`config.mk`:
```
export PLATFORM = sky130hd
export DESIGN_NAME = wishbone_interconnect
export DESIGN_NICKNAME = d
export VERILOG_FILES = /design/src/rtl/wishbone_interconnect.sv
export SDC_FILE = /design/constraint.sdc
export NUM_CORES = 1
export LEC_CHECK = 0
export BUFFER_PORTS_ARGS = -buffer_cell sky130_fd_sc_hd__buf_2
export CAP_MARGIN = 20
export CORE_AREA = 5 5 183 185
export CTS_CLUSTER_SIZE = 40
export DETAILED_ROUTE_END_ITERATION = 7
export DIE_AREA = 0 0 188 190
export GPL_ROUTABILITY_DRIVEN = 0
export PLACE_DENSITY_LB_ADDON = 0.25
export RECOVER_POWER = 100
export REMOVE_ABC_BUFFERS = 1
export SLEW_MARGIN = 20
export SYNTH_ARGS = -nofsm -noshare
export SYNTH_HDL_FRONTEND = slang
export SYNTH_SLANG_ARGS = --single-unit
```
`constraint.sdc`:
```
create_clock -name CLK_I -period 5.68 [get_ports CLK_I]
set_clock_uncertainty 0.2 [all_clocks]
set_input_delay 0.568 -clock CLK_I [delete_from_list [all_inputs] [get_ports CLK_I]]
set_output_delay 0.568 -clock CLK_I [all_outputs]
set_load 0.005 [all_outputs]
```
`src/rtl/wishbone_interconnect.sv`:
```
// Single-master, N-slave bus interconnect with base/mask address decode and error on unmapped access.
// Optional bus-timeout watchdog: define WB_INTERCONNECT_TIMEOUT_EN.
module wishbone_interconnect #(
  parameter int                              NUM_SLAVES     = 2,
  parameter int                              ADDR_SIZE      = 64,
  parameter int                              DATA_SIZE      = 64,
  parameter int                              SEL_SIZE       = DATA_SIZE / 8,
  parameter logic [NUM_SLAVES*ADDR_SIZE-1:0] SLAVE_BASE     = {64'h0100_0000, 64'h0},
  parameter logic [NUM_SLAVES*ADDR_SIZE-1:0] SLAVE_MASK     = {64'hFF00_0000, 64'hFF00_0000},
  parameter int                              TIMEOUT_CYCLES = 64
) (
  input  logic                           CLK_I,
  input  logic                           RST_I,
  input  logic                           CYC_I,
  input  logic                           STB_I,
  input  logic                           WE_I,
  input  logic [SEL_SIZE-1:0]            SEL_I,
  input  logic [ADDR_SIZE-1:0]           ADR_I,
  input  logic [DATA_SIZE-1:0]           DAT_I,
  output logic [DATA_SIZE-1:0]           DAT_O,
  output logic                           ACK_O,
  output logic                           ERR_O,
  output logic [NUM_SLAVES-1:0]          s_CYC_O,
  output logic [NUM_SLAVES-1:0]          s_STB_O,
  output logic                           s_WE_O,
  output logic [SEL_SIZE-1:0]            s_SEL_O,
  output logic [ADDR_SIZE-1:0]           s_ADR_O,
  output logic [DATA_SIZE-1:0]           s_DAT_O,
  input  logic [NUM_SLAVES*DATA_SIZE-1:0] s_DAT_I,
  input  logic [NUM_SLAVES-1:0]          s_ACK_I
);

  localparam int IDX_W = (NUM_SLAVES > 1) ? $clog2(NUM_SLAVES) : 1;

  if (NUM_SLAVES < 1 || NUM_SLAVES > 8 || TIMEOUT_CYCLES < 1 || (DATA_SIZE % 8) != 0) begin : g_bad_params
    $error("wishbone_interconnect: illegal parameter combination");
  end

  typedef enum logic [1:0] {ST_IDLE, ST_REQ, ST_WAIT, ST_RESP} state_t;

  state_t                  state;
  state_t                  next_state;
  logic                    hit_q;
  logic [IDX_W-1:0]        idx_q;
  logic                    dec_hit;
  logic [IDX_W-1:0]        dec_idx;
  logic [DATA_SIZE-1:0]    rd_data;
  logic                    slave_ack;
  logic                    timed_out;
  logic [NUM_SLAVES-1:0]   onehot;
  logic                    capture;
  logic                    launch;
  logic                    drop;
  logic                    do_ack;
  logic                    do_err;

  // Scan from the top so the lowest matching index is the one left standing.
  always_comb begin
    dec_hit = 1'b0;
    dec_idx = '0;
    for (int i = NUM_SLAVES - 1; i >= 0; i--) begin
      if ((ADR_I & SLAVE_MASK[i*ADDR_SIZE +: ADDR_SIZE]) == SLAVE_BASE[i*ADDR_SIZE +: ADDR_SIZE]) begin
        dec_hit = 1'b1;
        dec_idx = IDX_W'(i);
      end
    end
  end

  always_comb begin
    rd_data   = '0;
    slave_ack = 1'b0;
    for (int i = 0; i < NUM_SLAVES; i++) begin
      if (idx_q == IDX_W'(i)) begin
        rd_data   = s_DAT_I[i*DATA_SIZE +: DATA_SIZE];
        slave_ack = s_ACK_I[i];
      end
    end
  end

  assign onehot = NUM_SLAVES'(1) << idx_q;

`ifdef WB_INTERCONNECT_TIMEOUT_EN
  localparam int                CNT_W    = $clog2(TIMEOUT_CYCLES + 1);
  localparam logic [CNT_W-1:0]  CNT_LAST = CNT_W'(TIMEOUT_CYCLES - 1);

  logic [CNT_W-1:0] wait_cnt;

  // Counts completed WAIT cycles; the last one without an ACK trips the watchdog.
  always_ff @(posedge CLK_I or negedge RST_I) begin
    if (!RST_I) begin
      wait_cnt <= '0;
    end else if (launch) begin
      wait_cnt <= '0;
    end else if (state == ST_WAIT) begin
      wait_cnt <= wait_cnt + CNT_W'(1);
    end
  end

  assign timed_out = (state == ST_WAIT) && (wait_cnt == CNT_LAST);
`else
  assign timed_out = 1'b0;
`endif

  always_ff @(posedge CLK_I or negedge RST_I) begin
    if (!RST_I) state <= ST_IDLE;
    else        state <= next_state;
  end

  // Abort beats a same-cycle ACK, and ACK beats a same-cycle timeout.
  always_comb begin
    next_state = state;
    capture    = 1'b0;
    launch     = 1'b0;
    drop       = 1'b0;
    do_ack     = 1'b0;
    do_err     = 1'b0;
    case (state)
      ST_IDLE: begin
        if (CYC_I && STB_I) begin
          capture    = 1'b1;
          next_state = ST_REQ;
        end
      end
      ST_REQ: begin
        if (!CYC_I) begin
          next_state = ST_IDLE;
        end else if (hit_q) begin
          launch     = 1'b1;
          next_state = ST_WAIT;
        end else begin
          do_err     = 1'b1;
          next_state = ST_RESP;
        end
      end
      ST_WAIT: begin
        if (!CYC_I) begin
          drop       = 1'b1;
          next_state = ST_IDLE;
        end else if (slave_ack) begin
          drop       = 1'b1;
          do_ack     = 1'b1;
          next_state = ST_RESP;
        end else if (timed_out) begin
          drop       = 1'b1;
          do_err     = 1'b1;
          next_state = ST_RESP;
        end
      end
      ST_RESP: next_state = ST_IDLE;
      default: next_state = ST_IDLE;
    endcase
  end

  always_ff @(posedge CLK_I or negedge RST_I) begin
    if (!RST_I) begin
      DAT_O   <= '0;
      ACK_O   <= 1'b0;
      ERR_O   <= 1'b0;
      s_CYC_O <= '0;
      s_STB_O <= '0;
      s_WE_O  <= 1'b0;
      s_SEL_O <= '0;
      s_ADR_O <= '0;
      s_DAT_O <= '0;
      hit_q   <= 1'b0;
      idx_q   <= '0;
    end else begin
      ACK_O <= do_ack;
      ERR_O <= do_err;
      if (capture) begin
        s_WE_O  <= WE_I;
        s_SEL_O <= SEL_I;
        s_ADR_O <= ADR_I;
        s_DAT_O <= DAT_I;
        hit_q   <= dec_hit;
        idx_q   <= dec_idx;
      end
      if (launch) begin
        s_CYC_O <= onehot;
        s_STB_O <= onehot;
      end else if (drop) begin
        s_CYC_O <= '0;
        s_STB_O <= '0;
      end
      if (do_ack && !s_WE_O) DAT_O <= rd_data;
    end
  end

endmodule
```
==> key figures, run 1 <==
Logic synthesis
  – Avg Cell Area, Syn: 16.5 µm²
  – Synth Flop Type: dfrtp_1
  – Post-synth top cells: 209 x dfrtp_1, 114 x mux2_2, 90 x mux2_1
  – Yosys cell types: 28
  – Synth warn: 0
  – Largest cells by area after synthesis: dfrtp_1 59%, mux2_2 15%, mux2_1 12%
  – Yosys reg bits: approximately 210
  – Post-synth ARST share: 100%
  – Top-area cell type share of the netlist area: 59.4%
  – Top cell type by total area after synthesis: dfrtp_1
  – Most numerous cell in the Yosys netlist: dfrtp_1
  – Cell count after synthesis: 535
  – Post-synth EDFFs: 0
  – Mapped cell area: 8810 µm²
  – Seq/Total Area, Yosys: 59.4%

Setup path
  – CP max stage delay: 0.98 ns
  – CP required: just under 6 ns
  – Worst path cell trace: mux2i_1, or4b_4, clkbuf_1, mux2_1
  – Critical path data arrival time: between 3 and 4 ns
  – Crit Path Class: reg -> reg
  – CP max stage cell: clkbuf_1
  – Largest delay contributor family on the critical path: buffers and inverters
  – Startpoint Class: flop
  – Buf/Inv on CP: 1
  – Crit path max fanout: 43
  – Crit. End Element: flop

CTS
  – Resize count post-CTS: 0
  – Clk sinks: 209
  – Clock Latency Late Sink: approximately 0.50 ns
  – Post-CTS Setup Repair Bufs: 0
  – Cts hold-fix bufs: 1
  – Clock Tree Buf Depth: 3
  – Root Driver: clkbuf_16
  – Clock transition at the registers of the reported paths: 0.06 ns
  – Number of CTS-inserted buffers: 23
  – Max H-tree Level: 1
  – CTS tree: built

Power and ir drop
  – PD cells: 420 nW/µm²
  – Pleak: roughly 5.5 nW
  – VDD IR-drop max: about 0.25 mV
  – Total power: 0.00499 W

GRT
  – Vias in the first global route: 6730
  – Met3 usage: 4.33%
  – GR peak layer: met2
  – Global-route wire length before repair: roughly 38 mm
  – Gr usage total: 13.0%
  – GR Overflow Total: 0
  – Met2 usage: 23.0%
  – M1 GR Usage: 15.3%
  – Initial antenna violation count: 0
  – Largest net degree at the start of global routing: ~140

Die
  – Starting density of the core: 27.6%
  – Core area: approximately 32000 µm²
  – DIE WIDTH: 188 µm
  – Number of top-level pins: 478
  – Die Y: approximately 190 µm
  – Num rows: between 60 and 70
  – Full die area: between 30000 and 40000 µm²

Final layout
  – Nets: 1281
  – Area Overhead vs Synth: 34.8%
  – Share of layout cells above drive strength 1: 44.9%
  – Ant diodes: 0
  – Finished Layout Cells: 1432
  – Fillcell total: 3247
  – Util after Layout: 37.2%

Timing
  – Final Hold Fails: 0
  – Setup violators final: 0
  – Worst-Margin Slew: 2.29 ns
  – RSZ-0062 raised after global routing: no
  – Worst hold slack: 0.0746 ns
  – Slew Limit Fails: 91
  – Post-route setup slack: between 2 and 3 ns
  – Period utilisation layout: 55.9%
  – Max Fclk: around 320 MHz
  – Crit path time final: 3.17 ns
  – Max_slew headroom: -52.3%

Job
  – Max Cap Viol: 1

Outcome
  – Status: finished, violations left
  – Failing checks: capacitance limit, slew limit

Drt
  – Starting DRT DRC Count: 122
  – WL final: between 20 and 25 mm
  – Post-DR wirelength/cell: 17.2 µm
  – Antenna viol nets, final: 0
  – Vias: 6075
  – Vias per inst: between 4 and 5
  – TritonRoute pass-1 iters: 4
  – Drt drc: 0

Placed design
  – HPWL Detailed: ~18 mm
  – Worst slack, placed: 2.73 ns
  – DP Cell Count: 1392
  – IO Port Bufs: 477

Hold path
  – Min-Delay Path Class: in -> reg
[registers in the layout, summed over array words and instances (netlist names)]
name	cells
s_DAT_O	64
s_STB_O	2
hit_q	1
state	2
idx_q	1
s_SEL_O	8
DAT_O	64
ACK_O	1
s_ADR_O	64
ERR_O	1
s_WE_O	1
[worst paths after layout]
path	from	endpoint	slack, ns	depth (start not counted)
setup / recovery	idx_q$_DFFE_PN0P_	DAT_O[60]$_DFFE_PN0P_	2.51	4
hold / removal	DAT_I[60]	s_DAT_O[60]$_DFFE_PN0P_	0.07	2
max in group asynchronous	RST_I	idx_q$_DFFE_PN0P_	2.58	3
hold reg to reg	s_ADR_O[41]$_DFFE_PN0P_	s_ADR_O[41]$_DFFE_PN0P_	0.28	1
setup reg to reg	idx_q$_DFFE_PN0P_	DAT_O[60]$_DFFE_PN0P_	2.51	4
min in group asynchronous	RST_I	s_DAT_O[15]$_DFFE_PN0P_	1.04	2
[layer usage]
layer / share of wire, % / routed length [µm] / up-vias
li1: - / - / 2847
met2: 49 / 12200 / 289
met1: 40 / 9860 / 2903
met5: 0 / 0 / -
met4: 2.0 / 503 / 0
met3: 8.7 / 2160 / 36
[kinds of logic (layout without fill, tap and decap cells)]
kind of cell    Yosys count  count (layout)  share of synthesized area [%]
mux                     267             267                           36.6
simple gates             17              17                           1.16
compound gates            7               7                          0.469
flops                   209             209                           59.4
buf+inv                  35             524                           2.36
[area by class of cell]
| class | instances | area, µm² | share of cell area [%] |
|---|---|---|---|
| Clock buffer | 34 | 667 | 5.62 |
| Inverter | 3 | 11.3 | 0.0949 |
| Timing Repair Buffer | 482 | 2230 | 18.8 |
| Clock inverter | 5 | 56.3 | 0.474 |
| Sequential cell | 209 | 5230 | 44.1 |
| Tap cell | 408 | 510 | 4.30 |
| Multi-Input combinational cell | 291 | 3160 | 26.6 |
[layout by cell type, fill, tap and decap left out, types with 2 or more instances in the layout]
master	synthesis	layout
nand2b_1	4	4
mux2_2	114	114
clkbuf_8	0	5
clkbuf_1	6	178
dfrtp_1	209	208
clkbuf_16	0	23
clkinv_2	0	2
nor2_1	3	3
buf_12	0	2
mux2i_1	3	3
mux2_4	60	2
inv_1	2	3
buf_2	16	305
a21oi_1	2	2
nand2_1	2	2
mux2_1	90	148
[through the flow]
step | TNS [ns] | cell area, µm²
after floorplan | -1377.25 | 8610
final | 0 | 11900
after global routing | 0 | 11900
after CTS | 0 | 12300
after detailed placement | 0 | 11600
after global placement | 0 | 11600
[power breakdown]
group          switching [W]  total, W  internal (W)
sequential          0.000282   0.00231       0.00203
combinational       0.000585   0.00123      0.000644
clock               0.000596   0.00145      0.000854
Power figures use the tool's default switching activity.
==> inputs of run 2 (changes only) <==
--- a/config.mk
+++ b/config.mk
@@ -7,10 +7,10 @@
 export LEC_CHECK = 0
 export BUFFER_PORTS_ARGS = -buffer_cell sky130_fd_sc_hd__buf_2
 export CAP_MARGIN = 20
-export CORE_AREA = 5 5 183 185
+export CORE_AREA = 5 5 184 186
 export CTS_CLUSTER_SIZE = 40
 export DETAILED_ROUTE_END_ITERATION = 7
-export DIE_AREA = 0 0 188 190
+export DIE_AREA = 0 0 189 191
 export GPL_ROUTABILITY_DRIVEN = 0
 export PLACE_DENSITY_LB_ADDON = 0.25
 export RECOVER_POWER = 100
==> constraint.sdc (replaced) <==
create_clock -name CLK_I -period 3.3 [get_ports CLK_I]
set_clock_uncertainty 0.2 [all_clocks]
set_input_delay 0.33 -clock CLK_I [delete_from_list [all_inputs] [get_ports CLK_I]]
set_output_delay 0.33 -clock CLK_I [all_outputs]
set_load 0.005 [all_outputs]
==> run 2 against run 1 <==
  * The flow still finishes with violations (capacitance limit, slew limit)
  * Clock-buffer cell count increased by 3
  * Utilization increased by 8.0 points
  * Critical path type is now in -> reg
  * Sequential share of layout area decreased by 8.1 points
  * Largest power group unchanged
==> key figures, run 2 (synthesis gave the netlist of run 1 again) <==
Outcome
  – Status: finished, violations left
  – Failing checks: capacitance limit, slew limit

Timing
  – Max Fclk: between 300 and 400 MHz
  – Slew Limit Fails: 60
  – Setup violators final: 0
  – Crit path time final: 2.86 ns
  – Max_slew headroom: -8.53%
  – Worst-Margin Slew: between 1.5 and 2 ns
  – RSZ-0062 raised after global routing: no
  – Final Hold Fails: 0
  – Period utilisation layout: ~87%

Setup path
  – Worst r2r path cells: 4
  – Crit. End Element: flop
  – Crit path max fanout: 35
  – Critical path data arrival time: slightly above 3 ns
  – Crit Path Class: in -> reg
  – Startpoint Class: input port
  – CP required: 3.49 ns

CTS
  – Clock Latency Late Sink: ~0.51 ns
  – Clk sinks: 209
  – Clock Tree Buf Depth: 3
  – CTS tree: built
  – Number of CTS-inserted buffers: 24
  – Max H-tree Level: 1
  – Root Driver: clkbuf_16
  – Clock transition at the registers of the reported paths: 0.06 ns
  – Resize count post-CTS: 0

Power and ir drop
  – VDD IR-drop max: 0.280 mV
  – Part of the power in combinational logic: 26.7%
  – Int Pwr: 0.00643 W
  – Flop pwr share: between 40 and 50%
  – PD cells: 620 nW/µm²
  – Total power: 0.00901 W
  – Switching Power: 0.00258 W
  – Pleak: approximately 6.6 nW
  – Sw Ratio: between 20% and 30%
  – Clock power share: 29.3%

Final layout
  – Most common cell after layout, fill and taps aside: buf_2
  – Top Registers: DAT_O: 64 flops, s_ADR_O: 64 flops, s_DAT_O: 64 flops
  – Nets: 1541
  – Area Overhead vs Synth: 64.8%
  – Fin area: roughly 15000 µm²
  – Commonest non-fill, non-tap cells in the layout: 302 x buf_2, 254 x dlygate4sd3_1, 208 x dfrtp_1
  – Share of layout cells above drive strength 1: about 36%

Drt
  – Starting DRT DRC Count: 115
  – Vias per inst: between 4 and 5
  – WL final: ~28 mm
  – Post-DR wirelength/cell: 16.4 µm
  – Vias: 7152
  – Drt drc: 0
  – Antenna viol nets, final: 0
  – TritonRoute pass-1 iters: 4

GRT
  – Initial antenna violation count: 1
  – Vias in the first global route: 8063
  – GR Overflow Total: 0
  – Largest net degree at the start of global routing: 80
  – Global-route wire length before repair: roughly 43 mm
  – Gr usage total: 14.6%

Placed design
  – HPWL Detailed: 19.4 mm
  – IO Port Bufs: 477
  – DP Area: 11700 µm²

Die
  – Number of top-level pins: 478
  – DIE WIDTH: 189 µm
  – Starting density of the core: ~27%
  – Die Y: approximately 190 µm
  – Core area: 32100 µm²
  – Full die area: between 30000 and 40000 µm²
  – Num rows: 66

Hold path
  – Hold depth: 3
  – Min-Delay Path Class: in -> reg

Job
  – Max Cap Viol: 1
## run 2: cell count changes in the layout (fill, tap and decap cells not counted), moves of 2 or more
cell	previous run	this run
dlygate4sd3_1	1	254
buf_2	305	302
clkbuf_8	5	8
buf_1	0	2
buf_4	1	3
clkbuf_16	23	25
## run 2: area by class of cell
type,instances,area [µm²]
Antenna cell,1,2.50
Timing Repair Buffer,741,4810
Fill cell,2990,17600
Multi-Input combinational cell,291,3150
Clock buffer,37,751
Inverter,3,11.3
Clock inverter,4,45.0
Sequential cell,209,5230
Tap cell,408,510
## run 2: path summary, 6_finish.rpt
kind                                         start                       to  slack (ns)
max                                          CYC_I  s_DAT_O[27]$_DFFE_PN0P_        0.44
min                                    s_DAT_I[60]    DAT_O[60]$_DFFE_PN0P_       0.002
max reg2reg                   state[0]$_DFFE_PN0P_     DAT_O[8]$_DFFE_PN0P_        0.57
min reg2reg                s_ADR_O[14]$_DFFE_PN0P_  s_ADR_O[14]$_DFFE_PN0P_        0.28
max in group asynchronous                    RST_I   s_DAT_O[4]$_DFFE_PN0P_        0.81
min in group asynchronous                    RST_I  s_ADR_O[11]$_DFFE_PN0P_        0.58
## run 2: metrics by stage
| step | instances | hold WS (ns) | worst slack (ns) | utilization, % | TNS [ns] |
|---|---|---|---|---|---|
| global route | 1694 | -0.00777 | 0.276 | 45.2 | 0 |
| CTS | 1692 | 0.000462 | 0.583 | 46.7 | 0 |
| detailed placement | 1398 | 0.168 | 1.03 | 36.3 | 0 |
| floorplan | 503 | -0.166 | -12.59 | - | -1802.15 |
| finish | 1694 | 0.00172 | 0.443 | 45.2 | 0 |
| global placement | 1398 | 0.165 | 1.07 | 36.3 | 0 |
## run 2: routing by layer
metal / part of all wire, % / up-vias / GRT usage (%)
met5: 0 / - / 0
met4: 3.3 / 0 / 4.74
met3: 7.6 / 65 / 3.69
met2: 50 / 304 / 26.3
met1: 39 / 3403 / 17.1
li1: - / 3380 / -
## run 2: critical path, stage by stage
cell and delay [ns]:
dlygate4sd3_1 0.54, clkbuf_1 0.24, nor4bb_1 0.35, clkbuf_1 0.63
buf_4 0.54, mux2_2 0.40
## run 2: power by group through the flow
stage | combinational, W | clock (W) | sequential (W)
6_report | 0.00241 | 0.00264 | 0.00396
3_5_place_dp | 0.00270 | 0 | 0.00397
4_1_cts | 0.00294 | 0.00274 | 0.00395
5_1_grt | 0.00266 | 0.00284 | 0.00409
2_1_floorplan | 0.00114 | 0 | 0.00405
3_3_place_gp | 0.00266 | 0 | 0.00396
## run 2: timing repair
action                                  in CTS  in global routing
setup buffers                                0                  0
endpoints found under the setup margin       0                  0
hold buffers                               253                  1
hold endpoints to repair                   261                  1
==> inputs of run 3 (changes only) <==
--- a/config.mk
+++ b/config.mk
@@ -7,10 +7,12 @@
 export LEC_CHECK = 0
 export BUFFER_PORTS_ARGS = -buffer_cell sky130_fd_sc_hd__buf_2
 export CAP_MARGIN = 20
-export CORE_AREA = 5 5 184 186
+export CELL_PAD_IN_SITES_DETAIL_PLACEMENT = 1
+export CELL_PAD_IN_SITES_GLOBAL_PLACEMENT = 2
+export CORE_MARGIN = 5
+export CORE_UTILIZATION = 28
 export CTS_CLUSTER_SIZE = 40
 export DETAILED_ROUTE_END_ITERATION = 7
-export DIE_AREA = 0 0 189 191
 export GPL_ROUTABILITY_DRIVEN = 0
 export PLACE_DENSITY_LB_ADDON = 0.25
 export RECOVER_POWER = 100
==> run 3 against run 2 <==
  * The flow now finishes without violations
  * Clock power rose by 10%
  * Routed wire length rose by 18%
  * Power rose by 4.2%
  * First-iteration DRC count rose by 31%
  * Critical path depth fell by 2
  * Cell area rose by 0.87%
  * Fmax rose by 6.2%
  * Cell count rose by 0.47%
==> key figures, run 3 (synthesis gave the netlist of run 1 again) <==
Job
  – Max Cap Viol: 0

Timing
  – Crit path time final: around 2.7 ns
  – RSZ-0062 raised after global routing: no
  – Slew Limit Fails: 0
  – Max Fclk: 372 MHz
  – Period utilisation layout: about four fifths
  – Max_slew headroom: 13.9%
  – Setup violators final: 0
  – Final Hold Fails: 0
  – Worst hold slack: 0.0138 ns
  – Worst-Margin Slew: 1.29 ns
  – Post-route setup slack: 0.611 ns

GRT
  – Gr usage total: approximately 18%
  – Largest net degree at the start of global routing: 89
  – Initial antenna violation count: 6
  – GR Overflow Total: 0
  – Vias in the first global route: 8485
  – Global-route wire length before repair: 51.1 mm

Placed design
  – HPWL Detailed: around 23 mm
  – IO Port Bufs: 477
  – Worst slack, placed: 0.814 ns

Power and ir drop
  – PD cells: 641 nW/µm²
  – Pleak: approximately 6.6 nW
  – VDD IR-drop max: 0.293 mV

CTS
  – Clock Latency Late Sink: 0.51 ns
  – Max H-tree Level: 1
  – Clock Tree Buf Depth: 3
  – Post-CTS Setup Repair Bufs: 0
  – Clock transition at the registers of the reported paths: about 0.06 ns
  – Cts hold-fix bufs: 262
  – Clk sinks: 209
  – CTS tree: built
  – Resize count post-CTS: 0
  – Number of CTS-inserted buffers: 24
  – Root Driver: clkbuf_16

Setup path
  – Crit Path Class: reg -> reg
  – Critical path data arrival time: ~2.9 ns
  – Crit path max fanout: 66
  – Startpoint Class: flop
  – Crit. End Element: flop
  – CP required: 3.49 ns

Die
  – Number of top-level pins: 478
  – Starting density of the core: ~28%
  – Core area: 31300 µm²
  – Num rows: 65
  – DIE WIDTH: 187 µm
  – Die Y: ~190 µm
  – Full die area: between 30000 and 40000 µm²

Drt
  – TritonRoute pass-1 iters: 4
  – Vias per inst: 4.32
  – Drt drc: 0
  – Post-DR wirelength/cell: 19.4 µm
  – WL final: 33.0 mm
  – Antenna viol nets, final: 0
  – Vias: around 7300
  – Starting DRT DRC Count: 151

Outcome
  – Status: complete, no violations

Final layout
  – Area Overhead vs Synth: 66.3%
  – Share of layout cells above drive strength 1: 34.9%
  – Fillcell total: 3421
  – Most common cell after layout, fill and taps aside: buf_2
  – Commonest non-fill, non-tap cells in the layout: 289 x buf_2, 262 x dlygate4sd3_1, 208 x dfrtp_1
  – Nets: approximately 1600
  – Top Registers: DAT_O: 64 flops, s_ADR_O: 64 flops, s_DAT_O: 64 flops

Hold path
  – Min-Delay Path Class: in -> reg
-- run 3: where the power goes --
part / switching, W / internal, W
registers: 0.000509 / 0.00349
clock network: 0.00107 / 0.00183
logic: 0.00118 / 0.00131
-- run 3: area by class of cell --
class                   instances  area, µm²  area share, %
clock inverters                 8        170           1.16
well taps                     402        503           3.43
inverters                       3       11.3         0.0769
diodes                          4       10.0         0.0683
clock buffers                  33        686           4.68
multi-input cells             291       3170           21.7
flip-flops and latches        209       5230           35.7
repair buffers                752       4860           33.2
-- run 3: path summary, 6_finish.rpt --
path                                      endpoint               startpoint  depth (start not counted)  slack (ns)
min                           DAT_O[4]$_DFFE_PN0P_              s_DAT_I[68]                          3        0.01
max in group asynchronous   s_ADR_O[1]$_DFFE_PN0P_                    RST_I                          3        0.88
max                          DAT_O[53]$_DFFE_PN0P_        idx_q$_DFFE_PN0P_                          4        0.61
max reg2reg                  DAT_O[53]$_DFFE_PN0P_        idx_q$_DFFE_PN0P_                          4        0.61
min reg2reg                s_ADR_O[55]$_DFFE_PN0P_  s_ADR_O[55]$_DFFE_PN0P_                          1        0.28
min in group asynchronous  s_DAT_O[28]$_DFFE_PN0P_                    RST_I                          2        0.26
-- run 3: through the flow --
step	power (W)	std cells	utilization, %	area, µm²	TNS [ns]
finish	0.00938	1702	46.8	14600	0
global route	0.00998	1701	46.8	14600	0
CTS	0.00998	1698	48.4	15100	0
detailed placement	0.00675	1395	37.3	11700	0
global placement	0.00668	1395	37.3	11700	0
floorplan	0.00520	503	-	8610	-1802.15
-- run 3: worst max-delay path, stage by stage, from the launching register on --
cell and delay [ns]:
dfrtp_2 0.36, buf_4 0.64, mux2_2 0.42, dlygate4sd3_1 0.57, mux2_1 0.29
-- run 3: per-layer routing --
| metal | share of wire [%] | GRT usage, % | vias to the layer above |
|---|---|---|---|
| met2 | 51 | 33.1 | 323 |
| met1 | 38 | 20.2 | 3571 |
| met4 | 2.0 | 4.09 | 6 |
| met5 | 0.12 | 0 | - |
| met3 | 8.7 | 6.77 | 46 |
| li1 | - | - | 3402 |
